File: src/rtl/pipeline_wb_regfile_if.sv
// Writeback stage bus: MEM->W pipeline inputs, W-stage controls, decode read ports
// and the stage's observable outputs.
//   master : upstream/driver side (MEM stage, hazard unit, decode)
//   slave  : the writeback/register-file block
interface pipeline_wb_regfile_if #(
    parameter int unsigned XLEN      = 32,
    parameter int unsigned INSTRET_W = 32
);
    logic                 valid_m_i;
    logic [XLEN-1:0]      mem_read_data_m_i;
    logic [XLEN-1:0]      alu_result_m_i;
    logic [XLEN-1:0]      extended_imm_m_i;
    logic [XLEN-1:0]      pc_plus_m_i;
    logic                 reg_write_en_m_i;
    logic [4:0]           rd_idx_m_i;
    logic [3:0]           result_src_m_i;
    logic                 stall_w_i;
    logic                 flush_w_i;
    logic [4:0]           rs1_idx_d_i;
    logic [4:0]           rs2_idx_d_i;
    logic [XLEN-1:0]      rs1_data_d_o;
    logic [XLEN-1:0]      rs2_data_d_o;
    logic [XLEN-1:0]      result_w_o;
    logic [4:0]           rd_idx_w_o;
    logic                 reg_write_en_w_o;
    logic [INSTRET_W-1:0] instret_o;
    logic                 illegal_src_o;

    modport master (
        output valid_m_i, mem_read_data_m_i, alu_result_m_i, extended_imm_m_i, pc_plus_m_i,
        output reg_write_en_m_i, rd_idx_m_i, result_src_m_i, stall_w_i, flush_w_i,
        output rs1_idx_d_i, rs2_idx_d_i,
        input  rs1_data_d_o, rs2_data_d_o, result_w_o, rd_idx_w_o, reg_write_en_w_o,
        input  instret_o, illegal_src_o
    );

    modport slave (
        input  valid_m_i, mem_read_data_m_i, alu_result_m_i, extended_imm_m_i, pc_plus_m_i,
        input  reg_write_en_m_i, rd_idx_m_i, result_src_m_i, stall_w_i, flush_w_i,
        input  rs1_idx_d_i, rs2_idx_d_i,
        output rs1_data_d_o, rs2_data_d_o, result_w_o, rd_idx_w_o, reg_write_en_w_o,
        output instret_o, illegal_src_o
    );
endinterface

File: src/rtl/pipeline_wb_regfile.sv
// Writeback stage with integer register file.
// Registers the MEM-stage outputs (M->W register), selects the writeback result by
// result_src, commits it to the register file and serves two decode read ports with
// same-cycle write bypass. Counts retired instructions and flags undefined result_src.
// Ports:
//   clk   : clock, rising edge
//   reset : asynchronous, active-high
//   bus   : pipeline_wb_regfile_if.slave (MEM inputs, stall/flush, read ports, outputs)
module pipeline_wb_regfile #(
    parameter int unsigned XLEN      = 32,
    parameter int unsigned REG_NUM   = 32,
    parameter int unsigned INSTRET_W = 32
) (
    input logic                 clk,
    input logic                 reset,
    pipeline_wb_regfile_if.slave bus
);
    // M->W pipeline register
    logic                 r_valid;
    logic                 r_we;
    logic [4:0]           r_rd;
    logic [3:0]           r_src;
    logic [XLEN-1:0]      r_alu;
    logic [XLEN-1:0]      r_mem;
    logic [XLEN-1:0]      r_imm;
    logic [XLEN-1:0]      r_pc;

    logic [XLEN-1:0]      r_regs [REG_NUM];
    logic [INSTRET_W-1:0] r_instret;
    logic                 r_illegal;

    logic                 w_src_legal;
    logic [XLEN-1:0]      w_result;
    logic                 w_we_eff;
    logic                 w_retire;

    always_ff @(posedge clk or posedge reset) begin
        if (reset) begin
            r_valid <= 1'b0;
            r_we    <= 1'b0;
            r_rd    <= '0;
            r_src   <= '0;
            r_alu   <= '0;
            r_mem   <= '0;
            r_imm   <= '0;
            r_pc    <= '0;
        end else if (bus.flush_w_i) begin
            // Bubble; flush overrides a simultaneous stall
            r_valid <= 1'b0;
            r_we    <= 1'b0;
            r_rd    <= '0;
            r_src   <= '0;
            r_alu   <= '0;
            r_mem   <= '0;
            r_imm   <= '0;
            r_pc    <= '0;
        end else if (!bus.stall_w_i) begin
            r_valid <= bus.valid_m_i;
            r_we    <= bus.reg_write_en_m_i;
            r_rd    <= bus.rd_idx_m_i;
            r_src   <= bus.result_src_m_i;
            r_alu   <= bus.alu_result_m_i;
            r_mem   <= bus.mem_read_data_m_i;
            r_imm   <= bus.extended_imm_m_i;
            r_pc    <= bus.pc_plus_m_i;
        end
    end

    // Only codes 0..3 are defined
    assign w_src_legal = (r_src[3:2] == 2'b00);

    always_comb begin
        w_result = '0;
        case (r_src)
            4'd0:    w_result = r_alu;
            4'd1:    w_result = r_mem;
            4'd2:    w_result = r_imm;
            4'd3:    w_result = r_pc;
            default: w_result = '0;
        endcase
    end

    // A stalled instruction neither writes nor retires; it does so once on release
    assign w_we_eff = r_valid & r_we & (r_rd != 5'd0) & w_src_legal & ~bus.stall_w_i;
    assign w_retire = r_valid & w_src_legal & ~bus.stall_w_i;

    always_ff @(posedge clk or posedge reset) begin
        if (reset) begin
            for (int i = 0; i < int'(REG_NUM); i++) begin
                r_regs[i] <= '0;
            end
        end else if (w_we_eff) begin
            r_regs[r_rd] <= w_result;
        end
    end

    always_ff @(posedge clk or posedge reset) begin
        if (reset) begin
            r_instret <= '0;
            r_illegal <= 1'b0;
        end else begin
            if (w_retire) begin
                r_instret <= r_instret + INSTRET_W'(1);
            end
            if (r_valid && !w_src_legal) begin
                r_illegal <= 1'b1;
            end
        end
    end

    // Read ports: x0 reads zero, then bypass the write happening this cycle
    assign bus.rs1_data_d_o = (bus.rs1_idx_d_i == 5'd0) ? '0 :
                              (w_we_eff && bus.rs1_idx_d_i == r_rd) ? w_result :
                              r_regs[bus.rs1_idx_d_i];
    assign bus.rs2_data_d_o = (bus.rs2_idx_d_i == 5'd0) ? '0 :
                              (w_we_eff && bus.rs2_idx_d_i == r_rd) ? w_result :
                              r_regs[bus.rs2_idx_d_i];

    assign bus.result_w_o       = w_result;
    assign bus.rd_idx_w_o       = r_rd;
    assign bus.reg_write_en_w_o = w_we_eff;
    assign bus.instret_o        = r_instret;
    assign bus.illegal_src_o    = r_illegal;
endmodule

File: src/flat_wrapper.sv
// flat-port wrapper written by rule: the top's interface ports become plain ports
module pipeline_wb_regfile_flat 
#(
    parameter int unsigned XLEN      = 32,
    parameter int unsigned REG_NUM   = 32,
    parameter int unsigned INSTRET_W = 32
)
  (clk, reset, bus_valid_m_i, bus_mem_read_data_m_i, bus_alu_result_m_i, bus_extended_imm_m_i, bus_pc_plus_m_i, bus_reg_write_en_m_i, bus_rd_idx_m_i, bus_result_src_m_i, bus_stall_w_i, bus_flush_w_i, bus_rs1_idx_d_i, bus_rs2_idx_d_i, bus_rs1_data_d_o, bus_rs2_data_d_o, bus_result_w_o, bus_rd_idx_w_o, bus_reg_write_en_w_o, bus_instret_o, bus_illegal_src_o);
  pipeline_wb_regfile_if #(.XLEN(XLEN), .INSTRET_W(INSTRET_W)) bus_i ();
  input logic clk;
  input logic reset;
  input wire logic [$bits(bus_i.valid_m_i)-1:0] bus_valid_m_i;
  input wire logic [$bits(bus_i.mem_read_data_m_i)-1:0] bus_mem_read_data_m_i;
  input wire logic [$bits(bus_i.alu_result_m_i)-1:0] bus_alu_result_m_i;
  input wire logic [$bits(bus_i.extended_imm_m_i)-1:0] bus_extended_imm_m_i;
  input wire logic [$bits(bus_i.pc_plus_m_i)-1:0] bus_pc_plus_m_i;
  input wire logic [$bits(bus_i.reg_write_en_m_i)-1:0] bus_reg_write_en_m_i;
  input wire logic [$bits(bus_i.rd_idx_m_i)-1:0] bus_rd_idx_m_i;
  input wire logic [$bits(bus_i.result_src_m_i)-1:0] bus_result_src_m_i;
  input wire logic [$bits(bus_i.stall_w_i)-1:0] bus_stall_w_i;
  input wire logic [$bits(bus_i.flush_w_i)-1:0] bus_flush_w_i;
  input wire logic [$bits(bus_i.rs1_idx_d_i)-1:0] bus_rs1_idx_d_i;
  input wire logic [$bits(bus_i.rs2_idx_d_i)-1:0] bus_rs2_idx_d_i;
  output wire logic [$bits(bus_i.rs1_data_d_o)-1:0] bus_rs1_data_d_o;
  output wire logic [$bits(bus_i.rs2_data_d_o)-1:0] bus_rs2_data_d_o;
  output wire logic [$bits(bus_i.result_w_o)-1:0] bus_result_w_o;
  output wire logic [$bits(bus_i.rd_idx_w_o)-1:0] bus_rd_idx_w_o;
  output wire logic [$bits(bus_i.reg_write_en_w_o)-1:0] bus_reg_write_en_w_o;
  output wire logic [$bits(bus_i.instret_o)-1:0] bus_instret_o;
  output wire logic [$bits(bus_i.illegal_src_o)-1:0] bus_illegal_src_o;
  assign bus_i.valid_m_i = bus_valid_m_i;
  assign bus_i.mem_read_data_m_i = bus_mem_read_data_m_i;
  assign bus_i.alu_result_m_i = bus_alu_result_m_i;
  assign bus_i.extended_imm_m_i = bus_extended_imm_m_i;
  assign bus_i.pc_plus_m_i = bus_pc_plus_m_i;
  assign bus_i.reg_write_en_m_i = bus_reg_write_en_m_i;
  assign bus_i.rd_idx_m_i = bus_rd_idx_m_i;
  assign bus_i.result_src_m_i = bus_result_src_m_i;
  assign bus_i.stall_w_i = bus_stall_w_i;
  assign bus_i.flush_w_i = bus_flush_w_i;
  assign bus_i.rs1_idx_d_i = bus_rs1_idx_d_i;
  assign bus_i.rs2_idx_d_i = bus_rs2_idx_d_i;
  assign bus_rs1_data_d_o = bus_i.rs1_data_d_o;
  assign bus_rs2_data_d_o = bus_i.rs2_data_d_o;
  assign bus_result_w_o = bus_i.result_w_o;
  assign bus_rd_idx_w_o = bus_i.rd_idx_w_o;
  assign bus_reg_write_en_w_o = bus_i.reg_write_en_w_o;
  assign bus_instret_o = bus_i.instret_o;
  assign bus_illegal_src_o = bus_i.illegal_src_o;
  pipeline_wb_regfile #(.XLEN(XLEN), .REG_NUM(REG_NUM), .INSTRET_W(INSTRET_W)) u_core (.clk(clk), .reset(reset), .bus(bus_i));
endmodule
File: config.mk
export PLATFORM = sky130hd
export DESIGN_NAME = pipeline_wb_regfile_flat
export DESIGN_NICKNAME = d
export VERILOG_FILES = /design/src/rtl/pipeline_wb_regfile_if.sv /design/src/rtl/pipeline_wb_regfile.sv /design/src/flat_wrapper.sv
export SDC_FILE = /design/constraint.sdc
export NUM_CORES = 2
export LEC_CHECK = 0
export BUFFER_PORTS_ARGS = -buffer_cell sky130_fd_sc_hd__buf_2
export CAP_MARGIN = 20
export CORE_AREA = 10 10 381 383
export CTS_BUF_LIST = sky130_fd_sc_hd__clkbuf_4 sky130_fd_sc_hd__clkbuf_8
export CTS_CLUSTER_SIZE = 12
export DETAILED_ROUTE_END_ITERATION = 7
export DIE_AREA = 0 0 391 393
export PLACE_DENSITY = 0.59
export SYNTH_ARGS = -nofsm -noshare
export SYNTH_HDL_FRONTEND = slang
export SYNTH_SLANG_ARGS = --single-unit
File: constraint.sdc
create_clock -name clk -period 99.8 [get_ports clk]
set_input_delay 4.99 -clock clk [delete_from_list [all_inputs] [get_ports clk]]
set_output_delay 4.99 -clock clk [all_outputs]
set_load 0.005 [all_outputs]
==> results.toml <==
[sta]
fmax_mhz = 67.5
fin_tns_setup_ns = 0
hold_viol = 0
drv_slew = 0
post-route-period-util_pct = 14.8
rsz0062_at_grt = "no"
fin_skew_ns = 0.0431
max_slew_margin_pct = 19.4
worstMarginPinSlew_ns = 1.21
setup-violations-final = 0
fin_crit_ns = 14.81

[pwr]
leakage_nw = 31.6
power_mw = 1.10
p_per_area_nw_per_um2 = 15.9
ir_worst_vdd_mv = 0.0166

[drt]
vias = 48200
routed_wl_um = 217000
viasPerCell = 6.18
firstDrtPassIters = 7
drt_iter0_drc = 5227
post-route-drc-count = 0
wl_per_cell_um = 27.8
ant_nets = 0

[synth]
synth.top_cell.area_share_pct = 48.7
synth_cell_types = 53
synth_nets = 5961
synth_top_area_cell = "dfrtp_1"
syn_area_um2 = 61400
yosys_warnings = 0
async_reset_ff_share_pct = 100
ys_seq_elements = 1196
synth-seq-area-share_pct = 48.7
synth_ff_type = "dfrtp_1"
synth_edf_count = 0
syn-instance-count = 5807
synth.area.top_cells = "dfrtp_1 (49%), mux4_2 (14%), mux2i_1 (6.8%)"
syn_avg_cell_area_um2 = 10.6

[floorplanning]
row_count = 136
die_y_um = 393
fp.coreArea_um2 = 137000
start_util_pct = 44.8
die_area_um2 = 154000
die_w_um = 391
io_pins = 288

[grt]
grt_use_total_pct = 27.9
grt_start_max_net_pins = 172
overflow = 0
grt_pass1_wl_um = 322000
antenna_found_initial = 8
grt_pass1_vias = 47700

[clock_tree]
clockBufferDepth = 3
cts_resized = 0
clk_pin_slew_ns = 0.06
cts_made_buffers = 207
cts_tree = "done"
cts.sinks = 1196
clkLatencyLatePin_ns = 0.96
cts_setup_buffers = 0
holdBufCountCts = 0
htreeDepth = 4
cts-root-buf = "clkbuf_8"

[worst_setup_path]
cp_max_fo = 107
path_class = "in -> out"
cp.required_ns = 94.81
reg2reg_depth = 6
critPathArrivalTime_ns = 9.82
endpoint_kind = "output port"
cp-start-kind = "input pin"

[placed_design]
dpl.cell_count = 7418
place.gp.congestion = 0.810
io_buffer_count = 287
place_area_um2 = 64500
hpwl_um = 125000

[job]
cap_violations = 0

[min_path]
holdPathStages = 0
hold_class = "reg -> reg"

[status]
status = "completed"

[cells_and_area]
final_nets = 5990
design_area_um2 = 69200
final_core_util_pct = 50.4
areaGrowthSynthToFinish_pct = 12.6
drive_above_1_share_pct = 21.5
fin_cells = 7799
## logic make-up (layout without fill, tap and decap cells)
| kind of cell | Yosys count | after routing | share of synthesized area, % |
|---|---|---|---|
| compound gates | 1562 | 1562 | 14.8 |
| simple gates | 1548 | 1548 | 10.4 |
| flops | 1196 | 1196 | 48.7 |
| mux | 812 | 812 | 20.9 |
| buf+inv | 647 | 840 | 4.52 |
| xor+xnor | 41 | 41 | 0.585 |
| fa+ha+maj | 1 | 1 | 0.0204 |
| other cells | 0 | 5 | 0 |
## power breakdown
part	leakage [nW]	internal [mW]	total, mW	switching, mW
clock network	2.45	0.280	0.495	0.215
registers	16.6	0.492	0.499	0.00677
logic	12.5	0.0336	0.107	0.0732
## per-layer routing
layer | vias to the layer above | global-route usage [%] | routed length (um)
met4 | 4 | 10.9 | 8630
met3 | 501 | 6.60 | 20700
li1 | 21000 | - | -
met2 | 2416 | 41.5 | 95000
met1 | 24200 | 39.3 | 92300
met5 | - | 0 | 20
## registers in the layout, indices dropped and copies added (netlist names), 4 cells and up
name                   cells
u_core.bus.instret_o      32
u_core.bus.rd_idx_w_o      5
u_core.r_alu              32
u_core.r_imm              32
u_core.r_mem              32
u_core.r_pc               32
u_core.r_regs           1024
u_core.r_src               4
## cells in the final DEF, fill, tap and decap left out, types with 34 or more instances in the layout
master	instances
buf_2	278
nand3_1	95
a221oi_1	56
inv_1	34
a22oi_1	129
mux2i_1	419
dfrtp_1	1196
o21ai_1	35
a211oi_1	85
o21ai_0	351
a21oi_1	727
nand2_1	339
clkbuf_8	274
nor2_1	977
clkbuf_4	62
buf_4	139
mux4_2	376
## cell usage after synthesis (5+ instances only)
cell and number:
mux2i_1 419, a21oi_2 10, xor2_1 14, a22o_1 32, a22oi_1 129, buf_6 13, o221ai_1 5, and3_1 5
o21ai_0 351, a2111oi_0 5, nor2b_1 11, inv_1 36, a21oi_1 727, xnor2_1 27, o211ai_1 26, dfrtp_1 1196
mux2_2 17, nor2_1 997, nand3_1 96, o21a_1 24, a221o_1 6, buf_2 113, o22ai_1 27, buf_1 28
clkbuf_1 427, nor3_1 12, buf_4 28, nor2_8 7, and2_1 7, a221oi_1 88, a211o_1 6, nand2_1 342
o21bai_1 5, mux4_2 376, o21ai_1 35, nand4_1 9, nand2b_1 10, a211oi_1 85, nor3b_1 32
## path summary, 6_finish.rpt
path | start | end | slack, ns
min in group asynchronous | reset | u_core.r_regs[25] | 4.15
max in group asynchronous | reset | u_core.r_regs[175] | 91.73
setup / recovery | bus_rs1_idx_d_i[0] | bus_rs1_data_d_o[17] | 84.99
hold reg to reg | u_core.r_regs[1018] | u_core.r_regs[1018] | 0.39
setup reg to reg | u_core.r_src[2] | u_core.r_regs[392] | 95.58
hold / removal | u_core.r_regs[1018] | u_core.r_regs[1018] | 0.39
## critical path, cell delays in order
cell and delay, ns:
buf_8 0.38, buf_12 0.67, buf_4 0.76, buf_4 0.85
mux2i_1 0.18, a221oi_1 0.42, o21ai_0 0.17, a211oi_1 0.41
o21ai_0 0.22, o21ai_0 0.30, buf_2 0.21
## layout make-up
class,count,area [um^2]
diodes,5,12.5
multi-input cells,3964,29500
inverters,37,149
clock inverters,39,403
repair buffers,430,2700
fillers,12400,68000
flip-flops and latches,1196,29900
clock buffers,334,4210
well taps,1794,2240
## stage by stage
step | hold WS (ns) | setup WS (ns)
after global routing | 0.404 | 84.66
after CTS | 0.397 | 84.98
after detailed placement | 0.383 | 84.99
final | 0.394 | 84.99
after floorplan | 0.441 | 61.12
after global placement | 0.376 | 85.00
No activity file was read; power rests on OpenSTA's default activity.
